===== config.mk =====
export PLATFORM = sky130hd
export DESIGN_NAME = neuron_spike_collector
export DESIGN_NICKNAME = d
export VERILOG_FILES = /design/src/rtl/neuron_spike_collector.sv
export SDC_FILE = /design/constraint.sdc
export NUM_CORES = 1
export LEC_CHECK = 0
export ABC_AREA = 1
export CELL_PAD_IN_SITES_DETAIL_PLACEMENT = 1
export CELL_PAD_IN_SITES_GLOBAL_PLACEMENT = 2
export CORE_MARGIN = 8
export CORE_UTILIZATION = 34
export CTS_BUF_LIST = sky130_fd_sc_hd__clkbuf_4 sky130_fd_sc_hd__clkbuf_8
export CTS_CLUSTER_SIZE = 40
export DETAILED_ROUTE_END_ITERATION = 10
export PLACE_DENSITY = 0.82
export SLEW_MARGIN = 10
export SYNTH_ARGS = -nofsm -noshare
export SYNTH_HDL_FRONTEND = slang
export SYNTH_SLANG_ARGS = --single-unit

===== constraint.sdc =====
create_clock -name wb_clk_i -period 5.15 [get_ports wb_clk_i]
set_input_delay 1.03 -clock wb_clk_i [delete_from_list [all_inputs] [get_ports wb_clk_i]]
set_output_delay 1.03 -clock wb_clk_i [all_outputs]
set_load 0.02 [all_outputs]

===== src/rtl/neuron_spike_collector.sv =====
// neuron_spike_collector: gathers one spike bit per neuron from the
// time-multiplexed update engine into a 32-bit vector, then commits it to the
// spike-out block's external write port once no bus cycle is in progress.
module neuron_spike_collector #(
    parameter int NUM_NEURONS = 32,
    parameter int IDX_W       = 5
) (
    input  logic                   wb_clk_i,
    input  logic                   wb_rst_i,
    input  logic                   ts_start_i,
    input  logic                   ts_end_i,
    input  logic                   neuron_valid_i,
    input  logic [IDX_W-1:0]       neuron_idx_i,
    input  logic                   neuron_spike_i,
    output logic                   neuron_ready_o,
    input  logic                   bus_busy_i,
    output logic [NUM_NEURONS-1:0] spike_data_o,
    output logic                   spike_write_en_o,
    output logic                   ts_done_o,
    output logic [5:0]             spike_count_o,
    output logic                   busy_o,
    output logic                   err_dup_o,
    output logic                   err_ovr_o
);

    typedef enum logic [1:0] {
        IDLE    = 2'd0,
        COLLECT = 2'd1,
        COMMIT  = 2'd2
    } state_e;

    state_e                 state_q, state_d;
    logic [NUM_NEURONS-1:0] vec_q, vec_d;
    logic [NUM_NEURONS-1:0] seen_q, seen_d;
    logic [NUM_NEURONS-1:0] spike_data_q, spike_data_d;
    logic [5:0]             spike_count_q, spike_count_d;
    logic                   write_en_q, write_en_d;
    logic                   err_dup_q, err_dup_d;
    logic                   err_ovr_q, err_ovr_d;

    logic                   accept;
    logic [5:0]             vec_popcnt;

    // Ready comes from registered state only, so it never depends on valid.
    assign accept = neuron_valid_i && (state_q == COLLECT);

    // Population count of the vector being committed.
    always_comb begin
        vec_popcnt = '0;
        for (int i = 0; i < NUM_NEURONS; i++)
            vec_popcnt = vec_popcnt + 6'(vec_q[i]);
    end

    // Next-state and datapath updates; a restart in COLLECT wins over both an
    // accept and ts_end, while a completing accept is applied before COMMIT.
    always_comb begin
        state_d       = state_q;
        vec_d         = vec_q;
        seen_d        = seen_q;
        spike_data_d  = spike_data_q;
        spike_count_d = spike_count_q;
        write_en_d    = 1'b0;
        err_dup_d     = err_dup_q;
        err_ovr_d     = err_ovr_q;
        unique case (state_q)
            IDLE: begin
                if (ts_start_i) begin
                    state_d   = COLLECT;
                    vec_d     = '0;
                    seen_d    = '0;
                    err_dup_d = 1'b0;
                    err_ovr_d = 1'b0;
                end
            end
            COLLECT: begin
                if (ts_start_i) begin
                    vec_d     = '0;
                    seen_d    = '0;
                    err_ovr_d = 1'b1;
                end else begin
                    if (accept) begin
                        if (seen_q[neuron_idx_i]) begin
                            err_dup_d = 1'b1;
                        end else begin
                            seen_d[neuron_idx_i] = 1'b1;
                            vec_d[neuron_idx_i]  = neuron_spike_i;
                        end
                    end
                    if ((&seen_d) || ts_end_i)
                        state_d = COMMIT;
                end
            end
            COMMIT: begin
                // A start here is dropped; the current vector still commits.
                if (ts_start_i)
                    err_ovr_d = 1'b1;
                // The spike-out block ignores external writes during a bus
                // cycle, so hold off until the bus is quiet.
                if (!bus_busy_i) begin
                    spike_data_d  = vec_q;
                    spike_count_d = vec_popcnt;
                    write_en_d    = 1'b1;
                    state_d       = IDLE;
                end
            end
            default: state_d = IDLE;
        endcase
    end

    // State and output registers with synchronous reset.
    always_ff @(posedge wb_clk_i) begin
        if (wb_rst_i) begin
            state_q       <= IDLE;
            vec_q         <= '0;
            seen_q        <= '0;
            spike_data_q  <= '0;
            spike_count_q <= '0;
            write_en_q    <= 1'b0;
            err_dup_q     <= 1'b0;
            err_ovr_q     <= 1'b0;
        end else begin
            state_q       <= state_d;
            vec_q         <= vec_d;
            seen_q        <= seen_d;
            spike_data_q  <= spike_data_d;
            spike_count_q <= spike_count_d;
            write_en_q    <= write_en_d;
            err_dup_q     <= err_dup_d;
            err_ovr_q     <= err_ovr_d;
        end
    end

    assign neuron_ready_o   = (state_q == COLLECT);
    assign busy_o           = (state_q != IDLE);
    assign spike_data_o     = spike_data_q;
    assign spike_count_o    = spike_count_q;
    assign spike_write_en_o = write_en_q;
    assign ts_done_o        = write_en_q;
    assign err_dup_o        = err_dup_q;
    assign err_ovr_o        = err_ovr_q;

endmodule


-- Word level (Yosys, flattened, before mapping)
Index checks and enable logic that the tools add are counted.
- register bits: 107
- RAM bits: 0
- memories: 0
- bits in latches: 0
- logic and storage cells: 100
- input bits: 12
- bits in read-only memories: 0
- reduce and logical (&&, ||, !) cells: 16
- order comparisons: 2
- $mul: 0
- muxes and demuxes: 29
- eq/ne operators: 11
- shift-type cells: 0
- bitwise gates (word level): 3
- add/sub/neg operators: 31
- divide/modulo/power cells: 0
- operators with widths (kind ; number):
    2-to-1 mux 32 bit ; 9
    adder 6 x 1 -> 6 bit ; 26
    case mux 32 bit (2 select lines) ; 2
    bitwise mux 32 bit ; 1
    OR 32 bit ; 1
    AND reduction 32 bit ; 1
    2-to-1 mux 1 bit ; 8
    2-to-1 mux 2 bit ; 4
    inequality test 2 x 1 -> 1 bit, second input constant ; 4
    AND reduction 4 bit ; 2
    adder 5 x 1 -> 6 bit ; 1
    < comparator 5 x 6 -> 1 bit, second input constant ; 1
    inequality test 2 bit, second input constant ; 3
    case mux 2 bit (3 select lines) ; 1
    nonzero test 2 bit ; 3
    adder 4 x 1 -> 5 bit ; 1
    binary-select mux 1 bit (select 5 bit) ; 1
    demux 1 bit (select 5 bit) ; 1
    greater-or-equal comparator 5 x 1 -> 1 bit, second input constant ; 1
    AND reduction 5 bit ; 1
    adder 3 x 1 -> 4 bit ; 1
    case mux 1 bit (2 select lines) ; 2
    AND reduction 2 bit ; 2
    OR reduction 2 bit ; 2
    11 further kinds ; 13

-- Depth between registers and ports, before layout
- depth after elaboration: 31
- gate-level depth with buffers: 16
- depth with buffers taken out: 16

-- Worst setup path before layout
OpenSTA, ideal clock, no wires.
- kind: register -> register
- from: reg vec_q[0]
- to: reg spike_count_q[4] (netlist: spike_count_o[4])
- setup slack: 0.606 ns
- arrival: 4.470 ns
- data required time: 5.076 ns
- buffers on the path: 0
- period minus slack after synthesis: 4.544 ns
- stages on the path, launching flop included: 16
- cell sequence: dfxtp_1 -> inv_1 -> fa_1 -> fa_1 -> fa_1 -> fa_1 -> fa_1 -> fa_1 -> inv_1 -> ha_1 -> fa_1 -> a21oi_1 -> nor2_1 -> o21ai_0 -> o21ai_0 -> a31oi_1
- longest elaborated chain between the ends: 31
- RTL lines (element ; line ; RTL):
    start, declared ; 33 ; logic [NUM_NEURONS-1:0] vec_q, vec_d;
    start signal, assigned ; 123 ; vec_q <= vec_d;
    adder 1 x 1 -> 2 bit ; 51 ; vec_popcnt = vec_popcnt + 6'(vec_q[i]);
    adder 2 x 1 -> 3 bit ; 51 ;
    adder 3 x 1 -> 4 bit ; 51 ;
    adder 4 x 1 -> 5 bit ; 51 ;
    adder 5 x 1 -> 6 bit ; 51 ;
    adder 6 x 1 -> 6 bit (26 in series) ; 51 ;
    end signal, assigned ; 126 ; spike_count_q <= spike_count_d;
    end, declared ; 36 ; logic [5:0] spike_count_q, spike_count_d;
Every way passes these cells.
A chain may end at the register's enable or synchronous reset.

-- Worst setup path in the final report
Ends and elaborated chain as after synthesis.

==> flow_summary.ini <==
[worst_hold_path]
timing.hold.worst.start = vec_q[30]
hold_path_class = reg -> reg
whs_path_depth = 2
hold-path-endpoint = vec_q[30]

[yosys]
seq_area_frac_synth_pct = 35.10
cells_taking_the_most_area_after_synthesis = sky130_fd_sc_hd__dfxtp_1, sky130_fd_sc_hd__nand2_1, sky130_fd_sc_hd__fa_1
synth.distinct_cells = 28
synth_area_um2 = 6102
synth.ff_latch_count = 107
synthesis.area_per_instance_um2 = 6.911
fraction_of_synthesized_cell_area_taken_by_the_top_area_cell_type_pct = 35.10
syn_inst = 883
mappedNetlistNets = 929
post-synth-top-area-cell = sky130_fd_sc_hd__dfxtp_1
yosysWarnings = 0

[sta]
finalWorstSetupSlack_ns = 0.3609
worst_max_slew_margin_expressed_relative_to_the_limit_pct = 21.72
finClkSkew_ns = 0.01313
hold_viol_final = 0
max_slew.worst_pin.slew_ns = 1.171
grt_setup_unrepaired = false
report.final.setup_viol = 0
final.period_utilization_pct = 92.99
timing.setup.tns_ns = 0
slew_violations = 0
min_period_ns = 4.789
max_freq_mhz = 208.8

[final_layout]
layout.core_utilization_pct = 39.46
finalNetCount = 951
share_of_final_layout_standard_cells_stronger_than_drive_strength_1_pct = 4.505
n_antenna_cell = 0
instances_no_fill = 1139
flow.area_growth_from_synthesis_pct = 14.97

[detailed_routing]
detail_route.vias_per_cell = 4.954
ant_nets = 0
dr.first_iter.drc_count = 293
vias = 5643
residual_drc_count = 0
first_pass_iters = 4
routed_wire_length_per_instance_um = 16.76
routed_wirelength_mm = 19.10

[place]
placement.setup.worst_slack_ns = 0.2797
dp.cells = 1123
io_buffers = 55
detailedPlacementHpwl_mm = 13.84
gpl.final_weighted_congestion = 0.8078

[floorplan]
io_pins = 56
die_h_um = 150.0
die_area_um2 = 22490
placeableCoreArea_um2 = 17780
die_span_x_um = 150.0
floorplan.initialDensity_pct = 34.32
fp-row-count = 49

[worst_setup_path]
worstSetupPathType = reg -> reg
crit_path_cell_trace = inv_1 -> fa_1 -> fa_1 -> fa_1 -> fa_1 -> fa_1 -> fa_1 -> inv_1 -> ha_1 -> fa_1 -> a21oi_1 -> nor2_1 -> o21ai_1 -> o21ai_0 -> a31oi_1
worstReg2RegStart = vec_q[0]
crit_path_end_kind = flop
worst_path_max_delay_cell = sky130_fd_sc_hd__fa_1
cp-startpoint = vec_q[0]
cp_common_cell = sky130_fd_sc_hd__fa_1
crit_buf_inv = 2
worst_ep_required_time_ns = 5.49
worst-path-max-fanout = 2
timing.critical_path.from_type = flop
flop2flop_setup_slack_ns = 0.36
crit_arrival_ns = 5.13
worst_path_largest_cell_delay_ns = 0.58
critical_path.reg2reg.endpoint = spike_count_o[4]
worst-r2r-cell-count = 15
timing.critical_path.max_delay_family = adder cells

[clock_tree]
ctsHtreeMaxLevel = 3
clock_sink_count = 107
clockRootBuffer = sky130_fd_sc_hd__clkbuf_8
cts_tree = built
cts.clk_slew.worst_paths_ns = 0.11
worst_skew_pair.late_latency_ns = 0.41
cts_inserted_buffers = 9
post_cts_hold_buffer_count = 0
cts_max_path_buffers = 2
cts_resized = 0
postCtsSetupRepairBufs = 0

[job]
max_capacitance_violation_total = 0

[grt]
grt_use_total_pct = 17.57
grt.overflow.total = 0
first_global_vias = 5787
global_route_wire_length_before_repair_mm = 31.25
grt_start_max_net_pins = 43
initial_antenna_violation_count = 0

[power_and_ir_drop]
leakage_nw = 3.209
ir_worst_vdd_uv = 264.4
power_per_cell_area_nw_per_um2 = 371.4
post-layout-total-power_mw = 2.606

[run_status]
run_status = complete, no violations
## per-layer routing
layer	up-vias	routed length, µm	global-route usage, %
li1	2863	-	-
met1	2692	9344	23.57
met2	74	8844	28.81
met3	14	658	3.326
met4	0	248	3.648
met5	-	0	0
## placed cells by master (no fill, tap or decap), drive strengths merged, types with 32 or more instances in the layout
cell type,count
nand2,232
inv,119
dfxtp,107
o21ai,70
a21oi,65
nand3,56
nor2,56
clkdlybuf4s50,55
and3,33
nand4,32
## power by group
part	switching, mW	total [mW]	internal [mW]
registers	0.0379	0.939	0.902
logic	0.683	1.01	0.328
clock network	0.326	0.656	0.330
## tightest hold or removal path, stage by stage (launching register included)
cell and delay [ns]:
sky130_fd_sc_hd__dfxtp_1 0.32, sky130_fd_sc_hd__nand2_1 0.06, sky130_fd_sc_hd__a21oi_1 0.05
## registers in the layout, summed over array words and instances (netlist names)
signal and count:
seen_q 32, spike_data_o 32, vec_q 32, spike_count_o 6, state_q 2, err_dup_o 1
err_ovr_o 1, spike_write_en_o 1
## synth_stat cells
cell type and n:
sky130_fd_sc_hd__nand2_1 231, sky130_fd_sc_hd__inv_1 114, sky130_fd_sc_hd__dfxtp_1 107, sky130_fd_sc_hd__a21oi_1 65, sky130_fd_sc_hd__nand3_1 56, sky130_fd_sc_hd__nor2_1 51
sky130_fd_sc_hd__o21ai_0 50, sky130_fd_sc_hd__clkbuf_1 34, sky130_fd_sc_hd__and3_1 33, sky130_fd_sc_hd__nand4_1 32, sky130_fd_sc_hd__fa_1 24, sky130_fd_sc_hd__o21ai_1 20
sky130_fd_sc_hd__o21bai_1 17, sky130_fd_sc_hd__ha_1 10, sky130_fd_sc_hd__buf_1 7, sky130_fd_sc_hd__buf_2 6, sky130_fd_sc_hd__buf_6 5, sky130_fd_sc_hd__buf_4 4
sky130_fd_sc_hd__nor2_2 4, sky130_fd_sc_hd__inv_2 3, sky130_fd_sc_hd__a31oi_1 2, sky130_fd_sc_hd__nor3_1 2, sky130_fd_sc_hd__a21o_1 1, sky130_fd_sc_hd__inv_4 1
sky130_fd_sc_hd__nand2_2 1, sky130_fd_sc_hd__nor2_4 1, sky130_fd_sc_hd__xnor2_1 1, sky130_fd_sc_hd__xor2_1 1
## kinds of logic after synthesis
| family | after synthesis | share of synthesized area (%) |
|---|---|---|
| xor+xnor | 2 | 0.2871 |
| simple gates | 411 | 29.46 |
| buf+inv | 174 | 11.73 |
| compound gates | 155 | 13.49 |
| flops | 107 | 35.10 |
| fa+ha+maj | 34 | 9.924 |
## final cells by class
class,instances,area (µm²)
clock buffers,10,131.4
clock inverters,6,111.4
fillers,2282,10760
inverters,118,445.4
multi-input cells,602,3258
flip-flops and latches,107,2142
well taps,229,286.5
repair buffers,67,640.6
## worst max-delay path by stage
stage                        to  slack, ns  depth (start not counted)
3_5_place_dp   spike_count_o[4]       0.28                         15
6_report       spike_count_o[4]       0.36                         15
2_1_floorplan  spike_count_o[4]       0.61                         15
4_1_cts        spike_count_o[4]       0.24                         15
5_1_grt        spike_count_o[4]       0.05                         15
3_3_place_gp   spike_count_o[4]       0.40                         15
## per-stage QoR
stage	hold slack, ns	area [µm²]
final	0.4728	7015
after floorplan	0.4441	6102
after detailed placement	0.4600	6773
after CTS	0.4753	7015
after global placement	0.4526	6773
after global routing	0.4949	7015
(Power assumes the default switching activity.)
